File: src/rtl/ctrl_pkg.sv
// ctrl_pkg: shared encodings and control-bundle types for the ctrl_pipe pipeline registers
// Contents: ALUOp classes, EX operand forwarding selects, and the EX/MEM/WB control structs
// with their bubble constants. Feature macro used by the importing RTL: CTRL_FWD_EN.
package ctrl_pkg;
    localparam logic [1:0] ALUOP_ADD   = 2'b00;
    localparam logic [1:0] ALUOP_BR    = 2'b01;
    localparam logic [1:0] ALUOP_FUNCT = 2'b10;

    localparam logic [1:0] FWD_RF  = 2'b00;
    localparam logic [1:0] FWD_WB  = 2'b01;
    localparam logic [1:0] FWD_MEM = 2'b10;

    typedef struct packed {
        logic       valid;
        logic       branch;
        logic       alu_src;
        logic [1:0] alu_op;
        logic       mem_read;
        logic       mem_write;
        logic       mem_to_reg;
        logic       reg_write;
    } ex_ctrl_t;

    typedef struct packed {
        logic valid;
        logic mem_read;
        logic mem_write;
        logic mem_to_reg;
        logic reg_write;
    } mem_ctrl_t;

    typedef struct packed {
        logic valid;
        logic mem_to_reg;
        logic reg_write;
    } wb_ctrl_t;

    localparam ex_ctrl_t  EX_BUBBLE  = '0;
    localparam mem_ctrl_t MEM_BUBBLE = '0;
    localparam wb_ctrl_t  WB_BUBBLE  = '0;
endpackage

File: src/rtl/ctrl_pipe_hazard.sv
// hazard_unit: combinational stall and EX operand-forwarding selects
// Inputs : ID valid/rs1/rs2, flush, and the valid/control/register fields of EX, MEM and WB.
// Outputs: stall (hold PC and IF/ID), fwd_a/fwd_b (EX operand source select).
// CTRL_FWD_EN defined  : forwarding from MEM (priority) or WB; stall only on load-use.
// CTRL_FWD_EN undefined: no forwarding; stall on any RAW against a writer in EX or MEM.
module hazard_unit
    import ctrl_pkg::*;
#(
    parameter int REG_AW = 5
) (
    input  logic              id_valid,
    input  logic [REG_AW-1:0] id_rs1,
    input  logic [REG_AW-1:0] id_rs2,
    input  logic              flush,
    input  logic              ex_valid,
    input  logic              ex_mem_read,
    input  logic              ex_reg_write,
    input  logic [REG_AW-1:0] ex_rd,
    input  logic [REG_AW-1:0] ex_rs1,
    input  logic [REG_AW-1:0] ex_rs2,
    input  logic              mem_valid,
    input  logic              mem_reg_write,
    input  logic [REG_AW-1:0] mem_rd,
    input  logic              wb_valid,
    input  logic              wb_reg_write,
    input  logic [REG_AW-1:0] wb_rd,
    output logic              stall,
    output logic [1:0]        fwd_a,
    output logic [1:0]        fwd_b
);
    // x0 is never a producer, so rd==0 can never match.
    function automatic logic hit(input logic v, input logic we,
                                 input logic [REG_AW-1:0] rd, input logic [REG_AW-1:0] rs);
        return v & we & (rd != '0) & (rd == rs);
    endfunction

`ifdef CTRL_FWD_EN
    logic luh;
    logic unused_fwd;
    assign luh = id_valid & ex_valid & ex_mem_read & (ex_rd != '0) &
                 ((ex_rd == id_rs1) | (ex_rd == id_rs2));
    assign stall = luh & ~flush;
    assign fwd_a = hit(mem_valid, mem_reg_write, mem_rd, ex_rs1) ? FWD_MEM :
                   hit(wb_valid, wb_reg_write, wb_rd, ex_rs1)    ? FWD_WB  : FWD_RF;
    assign fwd_b = hit(mem_valid, mem_reg_write, mem_rd, ex_rs2) ? FWD_MEM :
                   hit(wb_valid, wb_reg_write, wb_rd, ex_rs2)    ? FWD_WB  : FWD_RF;
    assign unused_fwd = ex_reg_write;
`else
    logic dep;
    logic unused_nofwd;
    // WB needs no stall: the register file writes before it reads.
    assign dep = hit(ex_valid, ex_reg_write, ex_rd, id_rs1) |
                 hit(ex_valid, ex_reg_write, ex_rd, id_rs2) |
                 hit(mem_valid, mem_reg_write, mem_rd, id_rs1) |
                 hit(mem_valid, mem_reg_write, mem_rd, id_rs2);
    assign stall = id_valid & dep & ~flush;
    assign fwd_a = FWD_RF;
    assign fwd_b = FWD_RF;
    assign unused_nofwd = ^{ex_mem_read, ex_rs1, ex_rs2, wb_valid, wb_reg_write, wb_rd};
`endif
endmodule

File: src/rtl/ctrl_pipe.sv
// ctrl_pipe: ID/EX, EX/MEM and MEM/WB control-bundle registers with hazard and forwarding control
// Inputs : clk, rst (async, active-high), id_valid, decoder controls id_*, id_rs1/rs2/rd, flush.
// Outputs: stall, ex_* (valid, Branch, ALUSrc, ALUOp, rs1, rs2, rd), fwd_a/fwd_b,
//          mem_* (valid, MemRead, MemWrite, MemtoReg, RegWrite, rd), wb_* (valid, MemtoReg, RegWrite, rd).
// CTRL_FWD_EN selects the forwarding variant of hazard_unit; undefined builds a stall-only pipe.
module ctrl_pipe
    import ctrl_pkg::*;
#(
    parameter int REG_AW = 5
) (
    input  logic              clk,
    input  logic              rst,
    input  logic              id_valid,
    input  logic              id_Branch,
    input  logic              id_MemRead,
    input  logic              id_MemtoReg,
    input  logic              id_MemWrite,
    input  logic              id_ALUSrc,
    input  logic              id_RegWrite,
    input  logic [1:0]        id_ALUOp,
    input  logic [REG_AW-1:0] id_rs1,
    input  logic [REG_AW-1:0] id_rs2,
    input  logic [REG_AW-1:0] id_rd,
    input  logic              flush,
    output logic              stall,
    output logic              ex_valid,
    output logic              ex_Branch,
    output logic              ex_ALUSrc,
    output logic [1:0]        ex_ALUOp,
    output logic [REG_AW-1:0] ex_rs1,
    output logic [REG_AW-1:0] ex_rs2,
    output logic [REG_AW-1:0] ex_rd,
    output logic [1:0]        fwd_a,
    output logic [1:0]        fwd_b,
    output logic              mem_valid,
    output logic              mem_MemRead,
    output logic              mem_MemWrite,
    output logic              mem_MemtoReg,
    output logic              mem_RegWrite,
    output logic [REG_AW-1:0] mem_rd,
    output logic              wb_valid,
    output logic              wb_MemtoReg,
    output logic              wb_RegWrite,
    output logic [REG_AW-1:0] wb_rd
);
    ex_ctrl_t          ex_d, ex_q;
    mem_ctrl_t         mem_d, mem_q;
    wb_ctrl_t          wb_d, wb_q;
    logic [REG_AW-1:0] ex_rs1_d, ex_rs1_q, ex_rs2_d, ex_rs2_q, ex_rd_d, ex_rd_q;
    logic [REG_AW-1:0] mem_rd_d, mem_rd_q, wb_rd_d, wb_rd_q;
    logic              take;

    hazard_unit #(.REG_AW(REG_AW)) u_hazard (
        .id_valid      (id_valid),
        .id_rs1        (id_rs1),
        .id_rs2        (id_rs2),
        .flush         (flush),
        .ex_valid      (ex_q.valid),
        .ex_mem_read   (ex_q.mem_read),
        .ex_reg_write  (ex_q.reg_write),
        .ex_rd         (ex_rd_q),
        .ex_rs1        (ex_rs1_q),
        .ex_rs2        (ex_rs2_q),
        .mem_valid     (mem_q.valid),
        .mem_reg_write (mem_q.reg_write),
        .mem_rd        (mem_rd_q),
        .wb_valid      (wb_q.valid),
        .wb_reg_write  (wb_q.reg_write),
        .wb_rd         (wb_rd_q),
        .stall         (stall),
        .fwd_a         (fwd_a),
        .fwd_b         (fwd_b)
    );

    // stall is already masked by flush, so either one alone turns ID/EX into a bubble.
    assign take = id_valid & ~flush & ~stall;

    always_comb begin
        ex_d     = take ? ex_ctrl_t'{valid: 1'b1, branch: id_Branch, alu_src: id_ALUSrc,
                                     alu_op: id_ALUOp, mem_read: id_MemRead, mem_write: id_MemWrite,
                                     mem_to_reg: id_MemtoReg, reg_write: id_RegWrite} : EX_BUBBLE;
        ex_rs1_d = take ? id_rs1 : '0;
        ex_rs2_d = take ? id_rs2 : '0;
        ex_rd_d  = take ? id_rd : '0;
        mem_d    = mem_ctrl_t'{valid: ex_q.valid, mem_read: ex_q.mem_read, mem_write: ex_q.mem_write,
                               mem_to_reg: ex_q.mem_to_reg, reg_write: ex_q.reg_write};
        mem_rd_d = ex_rd_q;
        wb_d     = wb_ctrl_t'{valid: mem_q.valid, mem_to_reg: mem_q.mem_to_reg,
                              reg_write: mem_q.reg_write};
        wb_rd_d  = mem_rd_q;
    end

    always_ff @(posedge clk or posedge rst) begin
        if (rst) begin
            ex_q     <= EX_BUBBLE;
            ex_rs1_q <= '0;
            ex_rs2_q <= '0;
            ex_rd_q  <= '0;
            mem_q    <= MEM_BUBBLE;
            mem_rd_q <= '0;
            wb_q     <= WB_BUBBLE;
            wb_rd_q  <= '0;
        end else begin
            ex_q     <= ex_d;
            ex_rs1_q <= ex_rs1_d;
            ex_rs2_q <= ex_rs2_d;
            ex_rd_q  <= ex_rd_d;
            mem_q    <= mem_d;
            mem_rd_q <= mem_rd_d;
            wb_q     <= wb_d;
            wb_rd_q  <= wb_rd_d;
        end
    end

    assign ex_valid     = ex_q.valid;
    assign ex_Branch    = ex_q.branch;
    assign ex_ALUSrc    = ex_q.alu_src;
    assign ex_ALUOp     = ex_q.alu_op;
    assign ex_rs1       = ex_rs1_q;
    assign ex_rs2       = ex_rs2_q;
    assign ex_rd        = ex_rd_q;
    assign mem_valid    = mem_q.valid;
    assign mem_MemRead  = mem_q.mem_read;
    assign mem_MemWrite = mem_q.mem_write;
    assign mem_MemtoReg = mem_q.mem_to_reg;
    assign mem_RegWrite = mem_q.reg_write;
    assign mem_rd       = mem_rd_q;
    assign wb_valid     = wb_q.valid;
    assign wb_MemtoReg  = wb_q.mem_to_reg;
    assign wb_RegWrite  = wb_q.reg_write;
    assign wb_rd        = wb_rd_q;
endmodule

File: config.mk
export PLATFORM = sky130hd
export DESIGN_NAME = ctrl_pipe
export DESIGN_NICKNAME = d
export VERILOG_FILES = /design/src/rtl/ctrl_pkg.sv /design/src/rtl/ctrl_pipe_hazard.sv /design/src/rtl/ctrl_pipe.sv
export SDC_FILE = /design/constraint.sdc
export NUM_CORES = 1
export LEC_CHECK = 0
export ABC_AREA = 1
export CAP_MARGIN = 20
export CORE_MARGIN = 1.5
export CORE_UTILIZATION = 42
export DETAILED_ROUTE_END_ITERATION = 8
export PLACE_DENSITY = 0.86
export SLEW_MARGIN = 20
export SYNTH_ARGS = -nofsm -noshare
export SYNTH_HDL_FRONTEND = slang
export SYNTH_SLANG_ARGS = --single-unit
export TNS_END_PERCENT = 100
File: constraint.sdc
create_clock -name clk -period 1.4 [get_ports clk]
set_input_delay 0.21 -clock clk [delete_from_list [all_inputs] [get_ports clk]]
set_output_delay 0.21 -clock clk [all_outputs]
set_load 0.03 [all_outputs]
* Yosys cells after proc, flatten, opt, wreduce, memory -nomap -nowiden
Index checks and enable logic that the tools add are counted.
Operators by class: bitwise logic cells 17, eq/ne operators 4, reduce and logical (&&, ||, !) cells 2, muxes and demuxes 4
Operators by type and width (number):
- $eq 5x5->1 | 4
- $mux 5 | 3
- $and 1x1->1 | 12
- $reduce_bool 5->1 | 2
- $mux 9 | 1
- $or 1x1->1 | 3
- $not 1->1 | 2
Storage, ports and cells: output and inout bits 43, word-level logic and storage cells 48, flip-flop bits (word level) 42

* Depth between registers and ports, before layout
word-level depth 11, gate-level depth with buffers 10, gate-level depth less buffers 9

* Cells and area by module
From an unflattened synthesis, not the netlist that was laid out.
Second synthesis, totals: cells, all modules 194, area, all modules 1771.7 um2
By module, submodules not included:
- ctrl_pipe | cells each 97, area an instance 1351.3 um2, instances 1, sequential area each 1051.0 um2
- hazard_unit | cells each 97, area an instance 420.4 um2, instances 1, sequential area each 0.0 um2

* Worst setup path before layout
No wires, ideal clock.
path type register -> output, start point register mem_rd_q[0] (netlist: mem_rd[0]), end point output port stall, cell stages (with the launch flop) 9, path buffers 0, arrival time 1.566 ns, data required time 1.190 ns, slack -0.376 ns, cell sequence dfrtp_1 > inv_1 > nand2_1 > nand2_1 > nor2_1 > nand3_1 > nand2_1 > nand2_2 > a21oi_1
On the way: longest elaborated chain between the ends 7, elaborated cells between the ends (all ways) 10, those cells by class eq/ne (2); bitwise (7); reduce/logical (1)
Ends and longest elaborated chain:
- start, declared | RTL line ctrl_pipe.sv:50 | logic [REG_AW-1:0] mem_rd_d, mem_rd_q, wb_rd_d, wb_rd_q;
- start signal, assigned | RTL line ctrl_pipe.sv:109 | mem_rd_q <= mem_rd_d;
- $reduce_bool 5->1 | RTL line ctrl_pipe_hazard.sv:34 | return v & we & (rd != '0) & (rd == rs);
- $and 1x1->1 (2 in series) | RTL line ctrl_pipe_hazard.sv:34
- $or 1x1->1 | RTL line ctrl_pipe_hazard.sv:53 | hit(ex_valid, ex_reg_write, ex_rd, id_rs2) |
- $or 1x1->1 * | RTL line ctrl_pipe_hazard.sv:54 | hit(mem_valid, mem_reg_write, mem_rd, id_rs1) |
- $and 1x1->1 * (2 in series) | RTL line ctrl_pipe_hazard.sv:56 | assign stall = id_valid & dep & ~flush;
- end, declared | RTL line ctrl_pipe.sv:25 | output logic stall,
Mark *: on every way between the ends. The rest lies on a longest branch, timed or not.

* Worst setup path after layout
start point register ex_rd_q[1] (netlist: ex_rd[1]), end point output port stall
On the way: longest elaborated chain between the ends 8, elaborated cells between the ends (all ways) 11, those cells by class eq/ne (2); bitwise (8); reduce/logical (1)
Ends and longest elaborated chain:
- start, declared | RTL line ctrl_pipe.sv:49 | logic [REG_AW-1:0] ex_rs1_d, ex_rs1_q, ex_rs2_d, ex_rs2_q, ex_rd_d, ex_rd_q;
- start signal, assigned | RTL line ctrl_pipe.sv:107 | ex_rd_q <= ex_rd_d;
- $reduce_bool 5->1 | RTL line ctrl_pipe_hazard.sv:34
- $and 1x1->1 (2 in series) | RTL line ctrl_pipe_hazard.sv:34
- $or 1x1->1 * | RTL line ctrl_pipe_hazard.sv:52 | assign dep = hit(ex_valid, ex_reg_write, ex_rd, id_rs1) |
- $or 1x1->1 * | RTL line ctrl_pipe_hazard.sv:53
- $or 1x1->1 * | RTL line ctrl_pipe_hazard.sv:54
- $and 1x1->1 * (2 in series) | RTL line ctrl_pipe_hazard.sv:56
Marked as above.

==> results.md <==
* Fin crit share at 126%
* Root Driver: clkbuf_8
* Util after Layout at about three quarters
* Mapped Cells at roughly 190
* Via Count at around 1500
* CP Buf/Inv Count at 2
* Yosys cell types at 17
* Critical Path RT at between 1 and 1.5 ns
* RePlAce Congestion at around 0.9
* Vias in the first global route at between 1000 and 1500
* Failing checks: setup timing
* Average wire per standard cell at around 13 um
* Sequential element share of the synthesized area at a little over 60%
* Global Route Usage Sum at between 10% and 20%
* Initial antenna violation count at 0
* Row cnt at 23
* Layout cell share with drive strength beyond 1 at 36.9%
* Clk_skew at between 0.006 and 0.007 ns
* Die Height at 67.4 um
* Top delay family on crit path: flip-flops
* Number of buffers created by CTS at 5
* Commonest cells after routing, fill and taps aside: nand2_1, dlygate4sd2_1, dfrtp_1
* Static Leak at ~1.6 nW
* Synth Area per Inst at approximately 9.4 um^2
* Core box area at about 4000 um^2
* Die ar. at between 4000 and 5000 um^2
* Hold buffers post-CTS at 0
* Nets@finish at 313
* Fmax at approximately 570 MHz
* Final setup viols at 25
* HPWL after DPL at roughly 2800 um
* Total grt overflow at 0
* Antenna Nets Post-Route at 0
* #FFs+latches synth at between 40 and 50
* Final WS setup at -0.365 ns
* Worst r2r dst: ex_rd[2]$_DFF_PP0_
* Worst-Skew Late Latency at 0.29 ns
* Maxcap violations at 0
* CTS tree: done
* Final min period at around 1.8 ns
* Status: complete, but fails checks
* First-pass GRT wire length at 6440 um
* Crit-path max FO at 4
* Worst reg2reg startpoint: ex_rd[1]$_DFF_PP0_
* Vias/cell at about 4.5
* Most common cell after layout, fill and taps aside: nand2_1
* Largest stage delay, worst path at ~0.44 ns
* P&R area growth vs syn at 68.0%
* Clock buffer depth at 2
* TritonRoute pass-1 iters at 4
* RSZ-0062 raised after global routing: true
* Worst Setup Path Type: register to output port
* Ports at 70
* Slowest-stage cell, CP: dfrtp_2
* Largest net degree at the start of global routing at 43
* Worst EP arrival at approximately 1.6 ns
* Max VDD drop at between 0.0007 and 0.0008 V
* Power per cell area at between 800 and 900 nW/um^2
* Max-slew violations at 0
* Most used cell, CP: nand2_2
* Yosys Warn Count at 0
* Ant diodes at 0
* Worst Reg-to-Reg Cells at 11
* Routed WL at about 4200 um
* 1st-iter DRT viols at 100
* Setup slack, reg-to-reg at -0.29 ns
* IO buf count at 65
* H-Tree Depth at 2
* CTS clk-pin slew, worst paths at around 0.080 ns
* CP endpoint kind: output port
* Die Wd at roughly 67 um
* HP Class: input pin to asynchronous set/reset pin
* Initial cell density of the core at approximately 43%
* Worst-path cell chain: inv_2 > nand2_2 > a21oi_2 > nand3_1 > nand2_2 > nand2_4 > a21oi_4 > buf_6
* Setup tns final at -6.63 ns
* Setup crit start kind: register
* Post-Syn Area at ~1700 um^2
* DRC Markers at 0
* Final-report hold violation count at 0
* Clk sinks at 42
cell usage after synthesis:
cell type,n,area (um^2)
nor2_2,17,106
nand3_1,8,40.0
buf_6,2,22.5
inv_1,35,131
nor2_1,12,45.0
nor3_1,2,10.0
nand2_1,45,169
o21ai_1,2,10.0
inv_2,2,7.51
xnor2_1,4,35.0
nand2_2,2,12.5
buf_4,6,45.0
conb_1,1,3.75
nor2_4,2,22.5
a21oi_1,2,10.0
dfrtp_1,42,1050
nand3_4,1,17.5
cell families after synthesis:
kind of cell	count (synthesis)	synth area share [%]
AOI/OAI and AO/OA	4	1.15
xor gates and xnor gates	4	2.01
buffers and inverters	45	11.9
DFF	42	60.4
other	1	0.216
and+or+nand+nor	89	24.3
worst max-delay path by stage:
stage	startpoint	endpoint	slack (ns)	cells past startpoint
2_1_floorplan	ex_rd[4]$_DFF_PP0_	stall	-0.03	5
3_5_place_dp	id_rs1[0]	stall	-0.43	10
4_1_cts	mem_rd[2]$_DFF_PP0_	stall	-0.32	9
6_report	ex_rd[1]$_DFF_PP0_	stall	-0.37	8
5_1_grt	ex_rd[4]$_DFF_PP0_	stall	-0.47	6
3_3_place_gp	id_rs1[0]	stall	-0.39	10
worst reg2reg max path, stage by stage, from the launching register on:
cell	delay, ns
dfrtp_2	0.44
inv_2	0.09
nand2_2	0.05
a21oi_2	0.14
nand3_1	0.10
nand2_2	0.10
nand2_4	0.06
buf_6	0.11
buf_6	0.11
nand3_4	0.13
clkbuf_16	0.21
nor2_4	0.03
state kept, by name, indices dropped and copies added, names as in the netlist, 2 cells and up:
signal,cells
ex_rd,5
ex_q,4
ex_ALUOp,2
mem_rd,5
wb_rd,5
ex_rs1,5
ex_rs2,5
per-stage QoR:
stage	hold WS (ns)	cell area, um^2	cells	setup slack, ns	power, W
after floorplan	0.316	1770	188	-0.0252	0.00156
after global placement	0.333	2650	322	-0.386	0.00180
after detailed placement	0.350	2650	322	-0.430	0.00181
after CTS	0.268	2730	332	-0.318	0.00257
after global routing	0.266	2920	337	-0.469	0.00274
final	0.261	2920	337	-0.365	0.00261
power breakdown:
| part | internal, W | switching, W | total, W | leakage (nW) |
|---|---|---|---|---|
| Clock | 0.000398 | 0.000395 | 0.000793 | 0.0482 |
| Sequential | 0.00126 | 0.0000309 | 0.00129 | 0.550 |
| Combinational | 0.000227 | 0.000298 | 0.000525 | 1.03 |
layout make-up:
| type | count | area (um^2) |
|---|---|---|
| multi-input cells | 101 | 649 |
| inverters | 37 | 139 |
| clock buffers | 7 | 86.3 |
| clock inverters | 1 | 5.00 |
| flip-flops and latches | 42 | 1060 |
| well taps | 50 | 62.6 |
| repair buffers | 99 | 917 |
| fillers | 292 | 1080 |
what timing repair did:
| item | in CTS | in global routing |
|---|---|---|
| buffers inserted | 2 | 3 |
| endpoints found under the setup margin | 60 | 30 |
| gates cloned | 0 | 2 |
| resized for setup | 64 | 47 |
| pin swaps | 10 | 9 |
per-layer routing:
metal  up-vias  part of all wire (%)  GRT usage [%]
met5         -                     0              0
met4         0                   2.7           6.89
met3        11                   5.3           5.83
met2        54                    53           33.4
met1       722                    39           23.3
li1        726                     -              -
No activity file was read; power rests on OpenSTA's default activity.
